## src/rtl/alu_operand_issue.sv

```systemverilog
// Operand-issue and result-capture stage around a combinational ALU.
// Queues operand pairs in a small FIFO, drives the head onto the ALU and registers its result.
module alu_operand_issue #(
  parameter int OPERAND_WIDTH = 4,
  parameter int RESULT_WIDTH  = 6,
  parameter int FIFO_DEPTH    = 2
) (
  input  logic                       clk,
  input  logic                       rst,
  input  logic                       in_valid,
  output logic                       in_ready,
  input  logic [2*OPERAND_WIDTH-1:0] in_vector,
  output logic [OPERAND_WIDTH-1:0]   alu_a,
  output logic [OPERAND_WIDTH-1:0]   alu_b,
  input  logic [RESULT_WIDTH-1:0]    alu_result,
  output logic                       out_valid,
  input  logic                       out_ready,
  output logic [RESULT_WIDTH-1:0]    out_vector,
  output logic [15:0]                op_count
);

  localparam int PAIR_W = 2 * OPERAND_WIDTH;
  localparam int PTR_W  = (FIFO_DEPTH > 1) ? $clog2(FIFO_DEPTH) : 1;
  localparam int CNT_W  = PTR_W + 1;

  logic [PAIR_W-1:0]       mem_reg [FIFO_DEPTH];
  logic [PTR_W-1:0]        wr_ptr_reg;
  logic [PTR_W-1:0]        rd_ptr_reg;
  logic [CNT_W-1:0]        count_reg;
  logic                    out_valid_reg;
  logic [RESULT_WIDTH-1:0] out_vector_reg;
  logic [15:0]             op_count_reg;

  logic              fifo_full;
  logic              fifo_empty;
  logic              push;
  logic              pop;
  logic              slot_free;
  logic [PAIR_W-1:0] head;

  assign fifo_full  = (count_reg == CNT_W'(FIFO_DEPTH));
  assign fifo_empty = (count_reg == '0);
  // Readiness depends only on FIFO occupancy, so a pop in the same cycle never opens a full FIFO.
  assign in_ready   = !rst && !fifo_full;
  assign push       = in_valid && in_ready;
  assign slot_free  = !out_valid_reg || out_ready;
  assign pop        = !fifo_empty && slot_free;

  assign head  = mem_reg[rd_ptr_reg];
  assign alu_a = fifo_empty ? '0 : head[PAIR_W-1:OPERAND_WIDTH];
  assign alu_b = fifo_empty ? '0 : head[OPERAND_WIDTH-1:0];

  always_ff @(posedge clk) begin
    if (push) begin
      mem_reg[wr_ptr_reg] <= in_vector;
    end
  end

  always_ff @(posedge clk) begin
    if (rst) begin
      wr_ptr_reg <= '0;
      rd_ptr_reg <= '0;
      count_reg  <= '0;
    end else begin
      if (push) begin
        wr_ptr_reg <= wr_ptr_reg + PTR_W'(1);
      end
      if (pop) begin
        rd_ptr_reg <= rd_ptr_reg + PTR_W'(1);
      end
      case ({push, pop})
        2'b10:   count_reg <= count_reg + CNT_W'(1);
        2'b01:   count_reg <= count_reg - CNT_W'(1);
        default: count_reg <= count_reg;
      endcase
    end
  end

  // A fresh capture takes priority over draining the slot; out_vector keeps its value when drained.
  always_ff @(posedge clk) begin
    if (rst) begin
      out_valid_reg  <= 1'b0;
      out_vector_reg <= '0;
    end else if (pop) begin
      out_valid_reg  <= 1'b1;
      out_vector_reg <= alu_result;
    end else if (out_valid_reg && out_ready) begin
      out_valid_reg  <= 1'b0;
    end
  end

  always_ff @(posedge clk) begin
    if (rst) begin
      op_count_reg <= '0;
    end else if (out_valid_reg && out_ready) begin
      op_count_reg <= op_count_reg + 16'd1;
    end
  end

  assign out_valid  = out_valid_reg;
  assign out_vector = out_vector_reg;
  assign op_count   = op_count_reg;

endmodule

```

## config.mk

```make
export PLATFORM = sky130hd
export DESIGN_NAME = alu_operand_issue
export DESIGN_NICKNAME = d
export VERILOG_FILES = /design/src/rtl/alu_operand_issue.sv
export SDC_FILE = /design/constraint.sdc
export NUM_CORES = 1
export LEC_CHECK = 0
export ABC_AREA = 1
export CAP_MARGIN = 30
export CORE_MARGIN = 5
export CORE_UTILIZATION = 45
export CTS_CLUSTER_SIZE = 40
export DETAILED_ROUTE_END_ITERATION = 8
export DONT_BUFFER_PORTS = 1
export PLACE_DENSITY_LB_ADDON = 0.08
export SLEW_MARGIN = 10
export SYNTH_ARGS = -nofsm -noshare
export SYNTH_HDL_FRONTEND = slang
export SYNTH_SLANG_ARGS = --single-unit
```

## constraint.sdc

```tcl
create_clock -name clk -period 4.9 [get_ports clk]
set_clock_uncertainty 0.2 [all_clocks]
set_input_delay 0.98 -clock clk [delete_from_list [all_inputs] [get_ports clk]]
set_output_delay 0.98 -clock clk [all_outputs]
set_load 0.005 [all_outputs]
```

* After elaboration in Yosys (flattened, before gate mapping) *
Memory sizes are Yosys's and may differ from the RTL's. A register that Yosys moved wholly into a read port is not among the register bits.
Cells that the tools add are included.

cells by class
  $add $sub $neg = 5
  mux-type cells = 9
  reductions and logical operators = 12
  equal/unequal tests = 3

operators with widths
  kind                                                  number
  adder 16 x 1 -> 16 bit (second input constant)        1
  2-to-1 mux 4 bit                                      2
  2-to-1 mux 1 bit                                      6
  equality test 2 bit (second input constant)           2
  logical AND 1 bit                                     4
  zero test 1 bit                                       4
  case mux 2 bit (2 select lines)                       1
  nonzero test 2 bit                                    2
  adder 1 bit (second input constant)                   2
  adder 2 x 1 -> 2 bit (second input constant)          1
  equality test 2 x 1 -> 1 bit (second input constant)  1
  zero test 2 bit                                       1
  subtractor 2 x 1 -> 2 bit (second input constant)     1
  logical OR 1 bit                                      1

storage, ports and cells
  bits in writable memories = 16
  memories kept = 1
  register bits after elaboration = 27
  logic and storage cells = 36
  bits of input ports = 18

memory list
  memory   depth  bits a word  read ports  clocked after Yosys merged registers in  write ports  RTL line  source
  mem_reg  2      8            1           1                                        1            26        logic [PAIR_W-1:0] mem_reg [FIFO_DEPTH];

* Depth between registers and ports, before layout *
  depth in word-level cells = 6
  gate-level depth with buffers = 8

* Worst setup path after synthesis *
No wires, ideal clock.

  path type = in2out
  from = input rst
  to = output in_ready
  arrival = 1308 ps
  buffers on the path = 1
  data required time = 3720 ps
  cell stages on the path = 2
  slack = 2412 ps
  path through = buf_2 -> a21oi_1

between the ends
  cells in the longest elaborated chain, start to end = 2

ends and longest elaborated chain
  item               RTL line  source
  start, declared    9         input logic rst,
  zero test 1 bit    44        assign in_ready = !rst && !fifo_full;
  logical AND 1 bit  44
  end, declared      11        output logic in_ready,

No other way between the ends.

* Worst setup path after layout *
Ends and elaborated chain as after synthesis.

==> flow_summary.json <==
{
  "crit_buf_inv": 0,
  "setup_violations": 0,
  "reg2reg_depth": 6,
  "peakVddDrop_v": 0.000178,
  "grt_use_total": 0.149,
  "syn-cell-area_sq_mm": 0.00187,
  "clkPwrFrac": 0.234,
  "drt_first_pass_iters": 4,
  "netlist.area_leader.share": 0.300,
  "die_x_microns": 74.4,
  "syn_avg_cell_area_sq_um": 8.38,
  "gp_congestion": 0.813,
  "async_flop_share": 0,
  "p_sw_uw": 317,
  "cp-end-kind": "primary output",
  "critPathTopFamily": "compound AO/OA/AOI/OAI gates",
  "initial_core_util": 0.467,
  "nNetsFinal": 246,
  "path_cells": "a21oi_1",
  "die_h_microns": 74.4,
  "synthXorXnorAreaFrac": 0.0141,
  "cts_buffers": 5,
  "grt_pass1_vias": 1384,
  "reg2reg_from": "count_reg[0]",
  "critPathCapture": "in_ready",
  "grt-ovfl-total": 0,
  "wirelength_microns": 3830,
  "ios": 50,
  "powerDensity_mw_per_mm2": 457,
  "synth_area_leader_cell": "dfxtp_1",
  "avgViaCountPerCell": 5.22,
  "reg2reg_to": "count_reg[1]",
  "tightest_slew_ns": 0.688,
  "cts_num_sinks": 44,
  "crit_start": "rst",
  "core-area_sq_mm": 0.00400,
  "period_share": 0.490,
  "yosysMostFrequentCell": "nand2_1",
  "grt_start_max_net_pins": 20,
  "status": "finished, final reports clean",
  "hpwl_microns": 2860,
  "synth_top_family_by_area": "simple AND/OR/NAND/NOR gates",
  "drv_cap": 0,
  "synthFlopType": "dfxtp_1",
  "comb_power_share": 0.229,
  "path_clk_slew_ns": 0.07,
  "switching_share": 0.348,
  "fp-row-count": 23,
  "dr_total_vias": 1445,
  "tns_ns": 0,
  "p_int_uw": 593,
  "clk_latency_ns": 0.29,
  "cp.depth": 1,
  "hp-class": "flip-flop to flip-flop",
  "yosys_warnings": 0,
  "start_kind": "input pin",
  "antenna_found_initial": 0,
  "power_frac_seq": 0.536,
  "postSynthCellCount": 223,
  "clockBufferDepth": 2,
  "fmaxAchievable_ghz": 0.416,
  "post-place-ws_ns": 2.29,
  "synthSimpleGateAreaFrac": 0.248,
  "dp.cells": 269,
  "p_leak_uw": 0.000778,
  "final_cells": 277,
  "cts_resized": 0,
  "area_growth_pct": 6.63,
  "synth_fa_ha_area_frac": 0.0134,
  "max_stage_delay_ns": 0.24,
  "drive_gt1_frac": 0.0617,
  "syn_nets": 243,
  "synthTopCellsByArea": "dfxtp_1, edfxtp_1, nand2_1",
  "htree_levels": 2,
  "seq_area_frac_synth": 0.557,
  "grt_pass1_wl_microns": 6380,
  "hold_viol": 0,
  "cp.arrival_ns": 1.22,
  "rrSetupSlack_ns": 2.72,
  "ctsHoldBuffers": 0,
  "io_buffers": 0,
  "crit_fanout": 10,
  "clockRootBuffer": "clkbuf_8",
  "slowest_stage": "a21oi_1",
  "synth_edf_count": 16,
  "synth_commonest_cells": "nand2_1, nor2_1, dfxtp_1",
  "synth_compound_area_frac": 0.105,
  "total_power_uw": 911,
  "floorplan.die_area_sq_mm": 0.00554,
  "synth-seq-cells": 44,
  "ant_nets": 0,
  "crit_type": "input pin to primary output",
  "worstPathRequired_ns": 3.72,
  "postCtsSetupRepairBufs": 0,
  "synthMuxAreaShare": 0,
  "cts_tree": "yes",
  "rsz0062_at_grt": "no",
  "dr.first_iter.drc_count": 116,
  "drv_slew": 0,
  "drcViolationCount": 0,
  "slew_headroom": 0.540,
  "setup_ws_ns": 2.50,
  "fillers": 387,
  "num_antenna_cells": 0,
  "wl_per_cell_microns": 13.8,
  "fin_crit_ns": 2.40,
  "synth.distinct_cells": 23
}
cell families after synthesis:
family,after synthesis
AOI/OAI and AO/OA,39
xor gates and xnor gates,3
adders and majority gates,2
buffers and inverters,29
DFF,44
and+or+nand+nor,106
layout make-up:
type                    count  area [sq um]  share of cell area
flip-flops and latches     44          1040               0.523
multi-input cells         150           712               0.357
inverters                  25          93.8              0.0471
clock buffers               5          68.8              0.0345
well taps                  50          62.6              0.0314
clock inverters             3          13.8             0.00691
metrics by stage:
stage	hold WS, ns	cell area [sq um]	util
global route	0.302	1990	0.498
global placement	0.241	1910	0.477
CTS	0.273	1990	0.498
finish	0.277	1990	0.498
floorplan	0.231	1870	-
detailed placement	0.254	1910	0.477
per-layer routing:
layer,vias up,track usage,part of all wire
li1,730,-,-
met1,671,0.170,0.40
met2,40,0.261,0.52
met3,4,0.0568,0.066
met4,0,0.0375,0.0073
met5,-,0,0
worst min-delay path by stage:
stage / from / cells past startpoint / to / slack [ns]
floorplan: rd_ptr_reg / 1 / flip-flop / 0.23
global placement: rd_ptr_reg / 1 / rd_ptr_reg / 0.24
detailed placement: rd_ptr_reg / 1 / flip-flop / 0.25
CTS: rd_ptr_reg / 1 / flip-flop / 0.27
global route: rd_ptr_reg / 1 / flip-flop / 0.30
finish: rd_ptr_reg / 1 / flip-flop / 0.28
cells in the final DEF, fill, tap and decap left out:
master,instances
o21ai_1,1
nand2_4,1
o21ai_0,15
inv_1,24
clkbuf_8,5
nand2_1,47
nand2_2,1
a21oi_1,22
ha_1,2
xor2_1,3
edfxtp_1,16
clkinv_2,2
nand3_1,7
nor2_4,4
dfxtp_1,28
and3_1,1
clkinv_1,1
nand4_1,3
nor3_1,3
inv_2,1
nor2_1,38
nor3b_1,1
a31oi_1,1
power by group through the flow:
stage               Combinational [uW]  Sequential (uW)  Clock, uW
detailed placement                 212              498          0
global route                       240              497        238
global placement                   197              494          0
finish                             209              489        213
CTS                                213              490        222
floorplan                          181              476          0
(Power assumes the default switching activity.)
